<file path="src/rtl/preamble_sync_ctrl_if.sv">
// Detector-side bundle for preamble_sync_ctrl: sample-stream monitor
// plus peak strobe and magnitudes from preamble_detect.
interface preamble_sync_ctrl_if #(
  parameter int DATA_WIDTH = 16
);
  logic                  in_tvalid;
  logic                  in_tready;
  logic                  peak_stb;
  logic [DATA_WIDTH-1:0] pow_mag_tdata;
  logic [DATA_WIDTH-1:0] acorr_mag_tdata;

  modport master (
    output in_tvalid,
    output in_tready,
    output peak_stb,
    output pow_mag_tdata,
    output acorr_mag_tdata
  );

  modport slave (
    input in_tvalid,
    input in_tready,
    input peak_stb,
    input pow_mag_tdata,
    input acorr_mag_tdata
  );
endinterface

</file>
<file path="src/rtl/preamble_sync_ctrl.sv">
// Arm/clear/qualify/holdoff/capture sequencer for preamble_detect.
// Optional search timeout: define PREAMBLE_SYNC_TIMEOUT_EN.
module preamble_sync_ctrl #(
  parameter int DATA_WIDTH     = 16,
  parameter int CNT_WIDTH      = 16,
  parameter int CLR_CYCLES     = 4,
  parameter int THRESH_SHIFT_W = 4,
  parameter int TIMEOUT_CYCLES = 1048575
) (
  input  logic                      clk,
  input  logic                      reset_n,
  input  logic                      enable,
  input  logic                      arm,
  input  logic                      auto_rearm,
  input  logic [CNT_WIDTH-1:0]      holdoff_len,
  input  logic [CNT_WIDTH-1:0]      capture_len,
  input  logic [THRESH_SHIFT_W-1:0] thresh_shift,
  input  logic [DATA_WIDTH-1:0]     pow_floor,
  preamble_sync_ctrl_if.slave       det,
  output logic                      det_clear,
  output logic                      gate,
  output logic                      sof,
  output logic                      eof,
  output logic                      busy,
  output logic                      abort,
  output logic                      timeout,
  output logic [2:0]                state,
  output logic [15:0]               det_count
);

  typedef enum logic [2:0] {
    S_IDLE    = 3'd0,
    S_CLEAR   = 3'd1,
    S_SEARCH  = 3'd2,
    S_HOLDOFF = 3'd3,
    S_CAPTURE = 3'd4,
    S_DONE    = 3'd5
  } state_t;

  localparam logic [CNT_WIDTH-1:0] CLR_LAST = CNT_WIDTH'(CLR_CYCLES - 1);
  localparam logic [CNT_WIDTH-1:0] ONE      = CNT_WIDTH'(1);

  state_t                      state_q, state_d;
  logic [CNT_WIDTH-1:0]        cnt_q, cnt_d;
  logic [CNT_WIDTH-1:0]        hold_len_q, hold_len_d;
  logic [CNT_WIDTH-1:0]        cap_len_q, cap_len_d;
  logic [THRESH_SHIFT_W-1:0]   shift_q, shift_d;
  logic [DATA_WIDTH-1:0]       floor_q, floor_d;
  logic [15:0]                 det_count_q, det_count_d;
  logic                        abort_q, abort_d;
  logic                        beat, qual, in_cap, last_beat;

`ifdef PREAMBLE_SYNC_TIMEOUT_EN
  localparam int TO_W = $clog2(TIMEOUT_CYCLES + 1);
  localparam logic [TO_W-1:0] TO_LAST = TO_W'(TIMEOUT_CYCLES - 1);
  logic [TO_W-1:0] to_cnt_q, to_cnt_d;
  logic            timeout_q, timeout_d;
`endif

  assign beat      = det.in_tvalid & det.in_tready;
  assign qual      = det.peak_stb
                   & (det.pow_mag_tdata >= floor_q)
                   & (det.acorr_mag_tdata >= (det.pow_mag_tdata >> shift_q));
  assign in_cap    = (state_q == S_CAPTURE);
  assign last_beat = beat & (cnt_q == cap_len_q - ONE);

  // sof/eof are withheld on the abort cycle so a dropped window never ends cleanly
  assign gate      = in_cap;
  assign sof       = in_cap & enable & beat & (cnt_q == '0);
  assign eof       = in_cap & enable & last_beat;
  assign det_clear = (state_q == S_CLEAR);
  assign busy      = (state_q != S_IDLE);
  assign abort     = abort_q;
  assign state     = state_q;
  assign det_count = det_count_q;

`ifdef PREAMBLE_SYNC_TIMEOUT_EN
  assign timeout = timeout_q;
`else
  assign timeout = 1'b0;
`endif

  always_comb begin
    state_d     = state_q;
    cnt_d       = cnt_q;
    hold_len_d  = hold_len_q;
    cap_len_d   = cap_len_q;
    shift_d     = shift_q;
    floor_d     = floor_q;
    det_count_d = det_count_q;
    abort_d     = 1'b0;
`ifdef PREAMBLE_SYNC_TIMEOUT_EN
    to_cnt_d    = to_cnt_q;
    timeout_d   = 1'b0;
`endif
    if (state_q != S_IDLE && !enable) begin
      state_d = S_IDLE;
      abort_d = 1'b1;
    end else begin
      unique case (state_q)
        S_IDLE: begin
          if (arm && enable) begin
            hold_len_d = holdoff_len;
            cap_len_d  = (capture_len == '0) ? ONE : capture_len;
            shift_d    = thresh_shift;
            floor_d    = pow_floor;
            state_d    = S_CLEAR;
          end
        end
        S_CLEAR: begin
          if (cnt_q == CLR_LAST) state_d = S_SEARCH;
          else                   cnt_d   = cnt_q + ONE;
        end
        S_SEARCH: begin
          if (qual) begin
            if (det_count_q != 16'hFFFF)
              det_count_d = det_count_q + 16'd1;
            state_d = (hold_len_q == '0) ? S_CAPTURE : S_HOLDOFF;
          end
`ifdef PREAMBLE_SYNC_TIMEOUT_EN
          else if (to_cnt_q == TO_LAST) begin
            timeout_d = 1'b1;
            state_d   = S_CLEAR;
          end else begin
            to_cnt_d = to_cnt_q + 1'b1;
          end
`endif
        end
        S_HOLDOFF: begin
          if (beat) begin
            if (cnt_q == hold_len_q - ONE) state_d = S_CAPTURE;
            else                           cnt_d   = cnt_q + ONE;
          end
        end
        S_CAPTURE: begin
          if (beat) begin
            if (last_beat) state_d = S_DONE;
            else           cnt_d   = cnt_q + ONE;
          end
        end
        S_DONE:  state_d = auto_rearm ? S_CLEAR : S_IDLE;
        default: state_d = S_IDLE;
      endcase
    end
    // One shared counter, restarted on every state change
    if (state_d != state_q) begin
      cnt_d = '0;
`ifdef PREAMBLE_SYNC_TIMEOUT_EN
      to_cnt_d = '0;
`endif
    end
  end

  always_ff @(posedge clk or negedge reset_n) begin
    if (!reset_n) begin
      state_q     <= S_IDLE;
      cnt_q       <= '0;
      hold_len_q  <= '0;
      cap_len_q   <= '0;
      shift_q     <= '0;
      floor_q     <= '0;
      det_count_q <= '0;
      abort_q     <= 1'b0;
`ifdef PREAMBLE_SYNC_TIMEOUT_EN
      to_cnt_q    <= '0;
      timeout_q   <= 1'b0;
`endif
    end else begin
      state_q     <= state_d;
      cnt_q       <= cnt_d;
      hold_len_q  <= hold_len_d;
      cap_len_q   <= cap_len_d;
      shift_q     <= shift_d;
      floor_q     <= floor_d;
      det_count_q <= det_count_d;
      abort_q     <= abort_d;
`ifdef PREAMBLE_SYNC_TIMEOUT_EN
      to_cnt_q    <= to_cnt_d;
      timeout_q   <= timeout_d;
`endif
    end
  end

endmodule

</file>
<file path="src/flat_wrapper.sv">
// flat-port wrapper written by rule: the top's interface ports become plain ports
module preamble_sync_ctrl_flat 
#(
  parameter int DATA_WIDTH     = 16,
  parameter int CNT_WIDTH      = 16,
  parameter int CLR_CYCLES     = 4,
  parameter int THRESH_SHIFT_W = 4,
  parameter int TIMEOUT_CYCLES = 1048575
)
  (clk, reset_n, enable, arm, auto_rearm, holdoff_len, capture_len, thresh_shift, pow_floor, det_clear, gate, sof, eof, busy, abort, timeout, state, det_count, det_in_tvalid, det_in_tready, det_peak_stb, det_pow_mag_tdata, det_acorr_mag_tdata);
  preamble_sync_ctrl_if #(.DATA_WIDTH(DATA_WIDTH)) det_i ();
  input  logic clk;
  input  logic reset_n;
  input  logic enable;
  input  logic arm;
  input  logic auto_rearm;
  input  logic [CNT_WIDTH-1:0] holdoff_len;
  input  logic [CNT_WIDTH-1:0] capture_len;
  input  logic [THRESH_SHIFT_W-1:0] thresh_shift;
  input  logic [DATA_WIDTH-1:0] pow_floor;
  output logic det_clear;
  output logic gate;
  output logic sof;
  output logic eof;
  output logic busy;
  output logic abort;
  output logic timeout;
  output logic [2:0] state;
  output logic [15:0] det_count;
  input wire logic [$bits(det_i.in_tvalid)-1:0] det_in_tvalid;
  input wire logic [$bits(det_i.in_tready)-1:0] det_in_tready;
  input wire logic [$bits(det_i.peak_stb)-1:0] det_peak_stb;
  input wire logic [$bits(det_i.pow_mag_tdata)-1:0] det_pow_mag_tdata;
  input wire logic [$bits(det_i.acorr_mag_tdata)-1:0] det_acorr_mag_tdata;
  assign det_i.in_tvalid = det_in_tvalid;
  assign det_i.in_tready = det_in_tready;
  assign det_i.peak_stb = det_peak_stb;
  assign det_i.pow_mag_tdata = det_pow_mag_tdata;
  assign det_i.acorr_mag_tdata = det_acorr_mag_tdata;
  preamble_sync_ctrl #(.DATA_WIDTH(DATA_WIDTH), .CNT_WIDTH(CNT_WIDTH), .CLR_CYCLES(CLR_CYCLES), .THRESH_SHIFT_W(THRESH_SHIFT_W), .TIMEOUT_CYCLES(TIMEOUT_CYCLES)) u_core (.clk(clk), .reset_n(reset_n), .enable(enable), .arm(arm), .auto_rearm(auto_rearm), .holdoff_len(holdoff_len), .capture_len(capture_len), .thresh_shift(thresh_shift), .pow_floor(pow_floor), .det(det_i), .det_clear(det_clear), .gate(gate), .sof(sof), .eof(eof), .busy(busy), .abort(abort), .timeout(timeout), .state(state), .det_count(det_count));
endmodule
</file>
<file path="config.mk">
export PLATFORM = sky130hd
export DESIGN_NAME = preamble_sync_ctrl_flat
export DESIGN_NICKNAME = d
export VERILOG_FILES = /design/src/rtl/preamble_sync_ctrl_if.sv /design/src/rtl/preamble_sync_ctrl.sv /design/src/flat_wrapper.sv
export SDC_FILE = /design/constraint.sdc
export NUM_CORES = 1
export LEC_CHECK = 0
export BUFFER_PORTS_ARGS = -buffer_cell sky130_fd_sc_hd__buf_2
export CAP_MARGIN = 10
export CORE_MARGIN = 4
export CORE_UTILIZATION = 40
export DETAILED_ROUTE_END_ITERATION = 10
export HOLD_SLACK_MARGIN = 0.03
export PLACE_DENSITY_LB_ADDON = 0.25
export SLEW_MARGIN = 15
export SYNTH_ARGS = -nofsm -noshare
export SYNTH_HDL_FRONTEND = slang
export SYNTH_SLANG_ARGS = --single-unit
</file>
<file path="constraint.sdc">
create_clock -name clk -period 6.05 [get_ports clk]
set_clock_uncertainty 0.15 [all_clocks]
set_input_delay 1.5125 -clock clk [delete_from_list [all_inputs] [get_ports clk]]
set_output_delay 1.5125 -clock clk [all_outputs]
set_load 0.005 [all_outputs]
</file>
==> summary.md, run 1 <==
For this design, the sink count on the clock tree is 88. Derived from the worst setup path, the maximum achievable clock frequency is 0.1982 GHz. After synthesis the cells add up to 0.006644 mm². Relative to the synthesized area, the layout overhead comes to 14.78%. TritonCTS built the clock tree.

For this block, the via count after detailed routing is 5,655. Dividing the synthesized area by the synthesized cell count gives 8.966 µm². The remaining number of nets flagged by the antenna check after routing came out at 0.

The vias per cell is 5.391. Initial antenna violation count: 0. The kind of launch point of the worst setup path was a primary input. The height of the die is 136.9 µm. Routability-driven placement finished with a final weighted congestion of 0.9049. For the pin with the worst max-slew slack, the measured transition is 805.6 ps.

The run gives 0 as the post-cts sizing count. The region available for standard cell placement spans 0.01606 mm². The run finished with clean final reports. The worst relative slew slack is 0.4630. The repair_antennas step left the layout with diodes totalling 0.

For the max-slew violation count, the log shows 0. In this run the horizontal extent of the chip is 136.9 µm. For this design the top-level I/O count stands at 118. The tools report the share of synthesized area occupied by flip-flops and latches as 0.3315.

Leading cell type in the layout, fill and taps excluded: buf_2. The dominant synthesized flop cell is dfrtp_1. The number of setup violations in the final report is 0, and the data required time of the worst path is 6160 ps. In this run the critical register-to-register path is launched from u_core.shift_q[0].

Number of warnings reported in the yosys synthesis log: 0. Once detailed placement completed, the half-perimeter wirelength came to 13,370 µm. The startpoint identified for the worst hold timing path is u_core.det_count[13]. The tools report the largest net degree at the start of global routing as 56. Summed over all cells, the static leakage comes to 0.003386 µW. The tools report the total routed wirelength as 17,230 µm. The max-cap check violation count was 0; the minimum clock period was 5047 ps.

The tree is rooted in a clkbuf_16. Data on the critical path arrives at its endpoint at 5160 ps. The filler cells instantiated in the layout total 1,579. Proportion of register bits with asynchronous set or reset after synthesis: 1.000. The tools report the start point of the critical path as det_pow_mag_tdata[10].

The peak ir drop on the vdd network came out at 0.2503 mV. The die covers 0.01874 mm². The violation count after the first detailed-route iteration is 247. The starting utilization of the core area came out at 0.4137. The critical path is of the primary input to flip-flop type. The area of the multi-input gates is 0.004108 mm². Yosys mapped the design onto 78 distinct sky130hd cell types. Sequential standard cell area: 0.002202 mm².

The first global-routing pass estimated 28,410 µm of wire. The first detailed-routing pass took 5 iterations. Setup repair after global routing left no endpoint under its margin.

Final cycle utilization of the critical path: 0.8341. The number of placed instances, taps included, is 1,033. Power spread over the standard cell area amounts to 401.4 mW/mm². The run gives 957 as the final net count. The later-pin clock latency in the skew report is 360 ps, and the number of hold-slack violations in the final timing report is 0. The run gives 9 as the number of buffers created by CTS.

The tools report the remaining design rule violation count as 0. The tools report the number of global-route vias before repair as 5,451. Clock-pin slew was measured on the worst setup and hold paths at 70 ps. Dividing the detail-routed wire length by the instance count gives 16.43 µm. The finished layout holds 1,049 standard cells, fillers aside.

STA classifies the critical path endpoint as a flip-flop. The H-tree was split into 3 levels. The number of hold buffers added after CTS is 0, and the flop and latch count out of synthesis is 88.

The count of input and output buffers is 116, and the standard-cell row count is 46. The sum of negative setup slack was 0 ps; the number of enable flip-flop cells after synthesis was 0. Total track usage: 0.1910. The run gives 2 as the clock tree buffer depth. After technology mapping, the gate count stands at 741.

Along the worst path, the maximum fanout reaches 16. The total overflow reported by the global router came out at 0. The library cells used most frequently in the layout, excluding fill and tap cells, are buf_2 (115), dfrtp_1 (88), nand2_1 (83), o21ai_0 (56), xnor2_1 (45). The number of nets produced by synthesis is 870. The proportion of layout cells with a drive suffix above 1 works out to 0.2473. In this run the post-CTS setup repair buffer count came out at 0. Worst hold path class: flip-flop to flip-flop.
==> synthesized netlist by cell type (2+ instances only) <==
cell       count  area (µm²)
ha_1          37       462.9
buf_6          4       45.04
xnor2_1       45       394.1
mux2i_1       18       180.2
a31oi_1        6       37.54
o21ai_1        4       20.02
o211ai_1       4       30.03
nand3_1       18       90.09
buf_4          3       22.52
o41ai_1        2       17.52
o21a_1         2       15.01
a21oi_1       21       105.1
and2_1         2       12.51
mux2_2        39       439.2
nand2b_1       9       56.30
a41oi_1        3       26.28
or4_1          3       22.52
or2_2          3       18.77
nor2_1        38       142.6
xor2_1        18       157.7
dfrtp_1       88        2202
nor3b_1        3       22.52
or3_1         11       68.82
buf_1          2       7.510
nor3_1        13       65.06
o2111ai_1      4       35.03
and4_1         6       52.55
and3_1        16       100.1
a211oi_1      13       97.59
o31ai_1        3       22.52
a21o_1         6       45.04
nand2_1       83       311.6
a2111oi_0      4       35.03
nor4_1        11       68.82
clkbuf_1      33       123.9
nand4b_1       2       17.52
nand3b_1       4       30.03
inv_1         34       127.6
nand4_1       18       112.6
a21oi_2        2       17.52
nor2b_1        3       18.77
a2111o_1       2       22.52
nor3_2        11       110.1
o21ai_0       56       280.3
==> routing by layer <==
layer  GRT usage  up-vias  wire length [µm]
met4     0.05211        0               292
met5           0        -                 0
li1            -     2842                 -
met1      0.2676     2652              8058
met2      0.2968      141              7841
met3     0.04412       20              1042
==> metrics by stage <==
step / hold WS (ps) / total power (µW) / worst slack [ps] / util / cell area (µm²)
6_report: 338.8 / 3061 / 1003 / 0.4749 / 7626
5_1_grt: 368.1 / 3345 / 592.8 / 0.4749 / 7626
4_1_cts: 342.3 / 3083 / 1027 / 0.4749 / 7626
3_5_place_dp: 330.2 / 2469 / 672.4 / 0.4557 / 7317
3_3_place_gp: 316.8 / 2451 / 824.6 / 0.4557 / 7317
2_1_floorplan: 327.0 / 2122 / 1130 / - / 6644
==> critical path, stage by stage <==
cell and delay (ps):
buf_2 110, mux2_2 270, o21ai_0 200, o21ai_0 160, mux2_2 310, ha_1 260, nand2b_1 150, a2111oi_0 380
a2111oi_0 120, or3_1 400, and4_1 200, a211oi_1 360, a221o_1 240, o211ai_2 80, buf_4 220, a211oi_1 180
==> report_power, final <==
part	internal, µW	switching [µW]	total, µW
Combinational	653	743	1400
Clock	328	264	592
Sequential	774	299	1070
==> kinds of logic (layout without fill, tap and decap cells) <==
family          Yosys count  after routing  synth area share
simple gates            267            267            0.2198
compound gates          149            149            0.1484
flops                    88             88            0.3314
buf+inv                  78            170           0.05047
xor+xnor                 63             63           0.08305
mux                      58             58           0.09661
fa+ha+maj                37             37           0.06968
other cells               1              1         0.0005644
==> area by class of cell <==
cell class / instances / area share
multi-input cells: 575 / 0.5386
repair buffers: 119 / 0.07941
flip-flops and latches: 88 / 0.2888
clock inverters: 7 / 0.01099
well taps: 216 / 0.03544
inverters: 35 / 0.01723
clock buffers: 9 / 0.02953
==> state kept, by name, summed over array words and instances, names as in the netlist <==
register and cells:
u_core.abort 1, u_core.cap_len_q 16, u_core.cnt_q 16, u_core.det_count 16, u_core.floor_q 16, u_core.hold_len_q 16, u_core.shift_q 4, u_core.state 3
==> final timing paths <==
path,endpoint,slack (ps),cells after the start
setup / recovery,u_core.cnt_q[12],1000,16
hold / removal,u_core.det_count[13],340,1
setup reg to reg,u_core.cnt_q[12],1240,15
hold reg to reg,u_core.det_count[13],340,1
max in group asynchronous,u_core.cap_len_q[2],3730,2
min in group asynchronous,u_core.floor_q[4],1000,1
No activity file was read; power rests on OpenSTA's default activity.
==> run 2, diff against run 1 <==
==> constraint.sdc (replaced) <==
create_clock -name clk -period 5 [get_ports clk]
set_clock_uncertainty 0.15 [all_clocks]
set_input_delay 1.25 -clock clk [delete_from_list [all_inputs] [get_ports clk]]
set_output_delay 1.25 -clock clk [all_outputs]
set_load 0.005 [all_outputs]
==> run 2 against run 1 <==
  * Combinational power is 25% higher
  * Clock power increased by 34%
  * Final area increased by 2.0%
  * Final cell count grew 1.1%
  * Worst hold slack worse by 10 ps
  * Global-route usage is 0.53 points lower
  * Total power rose by 25%
  * Count of clock-buffer cells in the layout did not move
  * Via count shrank 0.48%
  * Largest cell class unchanged
==> summary.md, run 2 (same netlist as run 1, synthesis figures left out) <==
TritonCTS built the clock tree. The worst-margin pin slew was 917.3 ps (was 805.6 ps). The first-pass GRT wire length was 27,460 µm (was 28,410 µm).

The critical path class is primary input to flip-flop (unchanged). For the standard-cell row count, the log shows 46 (unchanged). The tools report the kind of launch point of the worst setup path as a primary input (unchanged). The run gives 0.2845 (was 0.2968) as the routing usage on met2. The height of the die came out at 136.9 µm (unchanged).

The data required time of the worst path was 5100 ps (was 6160 ps). Most frequent cells in the layout: buf_2 (115), dfrtp_1 (88), nand2_1 (83), o21ai_0 (56), xnor2_1 (45) (unchanged). The met3 global-route usage came out at 0.04007 (was 0.04412).

The logs give 9 (unchanged) for the number of buffers created by CTS and 74 (was 56) for the largest net degree at the start of global routing. The initial antenna violation count is 0 (unchanged). For the die outline area, the log shows 0.01874 mm² (unchanged).

The remaining number of nets flagged by the antenna check after routing is 0 (unchanged), and the worst path setup slack after routing is 340.1 ps (was 1003 ps). The run gives 2 (unchanged) as the clock tree buffer depth. The most utilized layer in the global route result is met2 (unchanged). Number of setup violations in the final report: 0 (unchanged). The post-CTS setup buffer count came out at 0 (unchanged). Setup repair after global routing left no endpoint under its margin. The number of global-route vias before repair was 5,358 (was 5,451).

The final cycle utilization of the critical path was 0.9320; the vias per cell was 5.304 (was 5.391). The detail-routed net length per standard cell came out at 15.92 µm (was 16.43 µm). The total instance count after detailed placement was 1,045 (was 1,033).

The run gives 16,890 µm (was 17,230 µm) as the total routed wirelength. The number of hold buffers added after CTS is 0 (unchanged), and the level count of the clock H-tree is 3 (unchanged). The vias after detailed routing was 5,628 (was 5,655); the remaining design rule violation count was 0 (unchanged).

The proportion of layout cells with a drive suffix above 1 is 0.2592 (was 0.2473). The worst hold path class is flip-flop to flip-flop (unchanged). The run gives 0.2042 mV (was 0.2503 mV) as the peak ir drop on the vdd network.

The run gives 969 (was 957) as the final net count. The number of cells in the finished layout apart from fillers was 1,061 (was 1,049); the cell area power density was 491.3 mW/mm² (was 401.4 mW/mm²). The sum of negative setup slack came out at 0 ps (unchanged). The tools report the met1 layer usage reported by global route as 0.2646 (was 0.2676). CTS clock-pin slew for the worst setup and hold paths: 70 ps (about the same). The tools report the sort of element at the end of the critical path as a flip-flop (unchanged). The starting utilization of the core area is 0.4137 (unchanged).

The tools report the root buffer selected by CTS as clkbuf_16 (unchanged). The run finished with clean final reports. The tools report the standard cell core area as 0.01606 mm² (unchanged). The minimum clock period was 4660 ps; the maximum operating frequency was 0.2146 GHz. The number of antenna diodes was 0 (unchanged).

The signed area change from the synthesized netlist to the final layout came out at 17.04% (was 14.78%). The placed wire-length estimate was 13,290 µm (was 13,370 µm); the leakage power was 0.003466 µW (was 0.003386 µW). The tools report the endpoint arrival time on the critical path as 4760 ps (was 5160 ps). The worst relative slew slack is 0.3885 (was 0.4630). The x dimension of the die is 136.9 µm (unchanged), and the count of TritonRoute iterations in the first routing pass is 5 (unchanged).

The tools report the top-level I/O count as 118 (unchanged). Later-pin clock latency in the skew report: 350 ps (was 360 ps). The final estimated routing congestion in global placement came out at 0.9025 (was 0.9049).

Violation count after the first detailed-route iteration: 272 (was 247). The run gives 0 (unchanged) as the post-cts sizing count. The largest fanout on the critical path is 16 (unchanged), and the max-slew violation count is 0 (unchanged). The count of input and output buffers was 116 (unchanged). The leading cell type in the layout, fill and taps excluded is buf_2 (unchanged). The tools report the total track usage as 0.1857 (was 0.1910).

Total overflow reported by the global router: 0 (unchanged). The number of hold-slack violations in the final timing report was 0 (unchanged); the minimum setup slack after placement was -148.4 ps (was 672.4 ps). The tools report the number of clock sinks seen by CTS as 88 (unchanged).

For the max-cap check violation count, the log shows 0 (unchanged).
==> run 2: path summary, 6_finish.rpt <==
| check | slack, ps | cells past startpoint | endpoint | from |
|---|---|---|---|---|
| worst max-delay path | 340 | 16 | u_core.cnt_q[12] | det_pow_mag_tdata[10] |
| worst min-delay path | 330 | 1 | u_core.det_count[13] | u_core.det_count[13] |
| worst max register to register | 540 | 17 | u_core.cnt_q[12] | u_core.shift_q[0] |
| worst min register to register | 330 | 1 | u_core.det_count[13] | u_core.det_count[13] |
| max in group asynchronous | 2990 | 2 | u_core.cnt_q[11] | reset_n |
| min in group asynchronous | 880 | 1 | u_core.floor_q[5] | reset_n |
==> run 2: metrics by stage <==
| step | hold WS, ps | utilization | cell area, µm² | power [µW] |
|---|---|---|---|---|
| after global routing | 354.1 | 0.4843 | 7776 | 4163 |
| after detailed placement | 322.6 | 0.4621 | 7420 | 3038 |
| after floorplan | 327.0 | - | 6644 | 2567 |
| final | 328.4 | 0.4843 | 7776 | 3820 |
| after CTS | 334.2 | 0.4839 | 7770 | 3856 |
| after global placement | 316.2 | 0.4621 | 7420 | 3012 |
==> run 2: metal layers <==
layer	vias to the layer above	wire, µm
met3	20	955
met2	123	7606
met5	-	0
met1	2612	7985
met4	0	342
li1	2873	-
==> run 2: area by class of cell <==
cell class              count  area (µm²)
clock buffers               9       225.2
clock inverters             7       125.1
fillers                  1559        8282
flip-flops and latches     88        2202
multi-input cells         575        4114
well taps                 216       270.3
repair buffers            131       708.2
inverters                  35       131.4
==> run 2: power by group <==
part	internal, µW	total [µW]	switching [µW]
registers	938	1280	337
logic	845	1750	908
clock network	493	792	298
==> run 2: critical path, stage by stage <==
cell,delay [ps]
buf_2,110
mux2_2,270
o21ai_0,200
o21ai_0,130
mux2_2,300
ha_1,260
nand2b_1,140
a2111oi_1,400
a2111oi_0,120
or3_1,410
and4_1,200
a211oi_2,300
a221o_1,220
o211ai_2,110
buf_12,170
a211oi_1,160
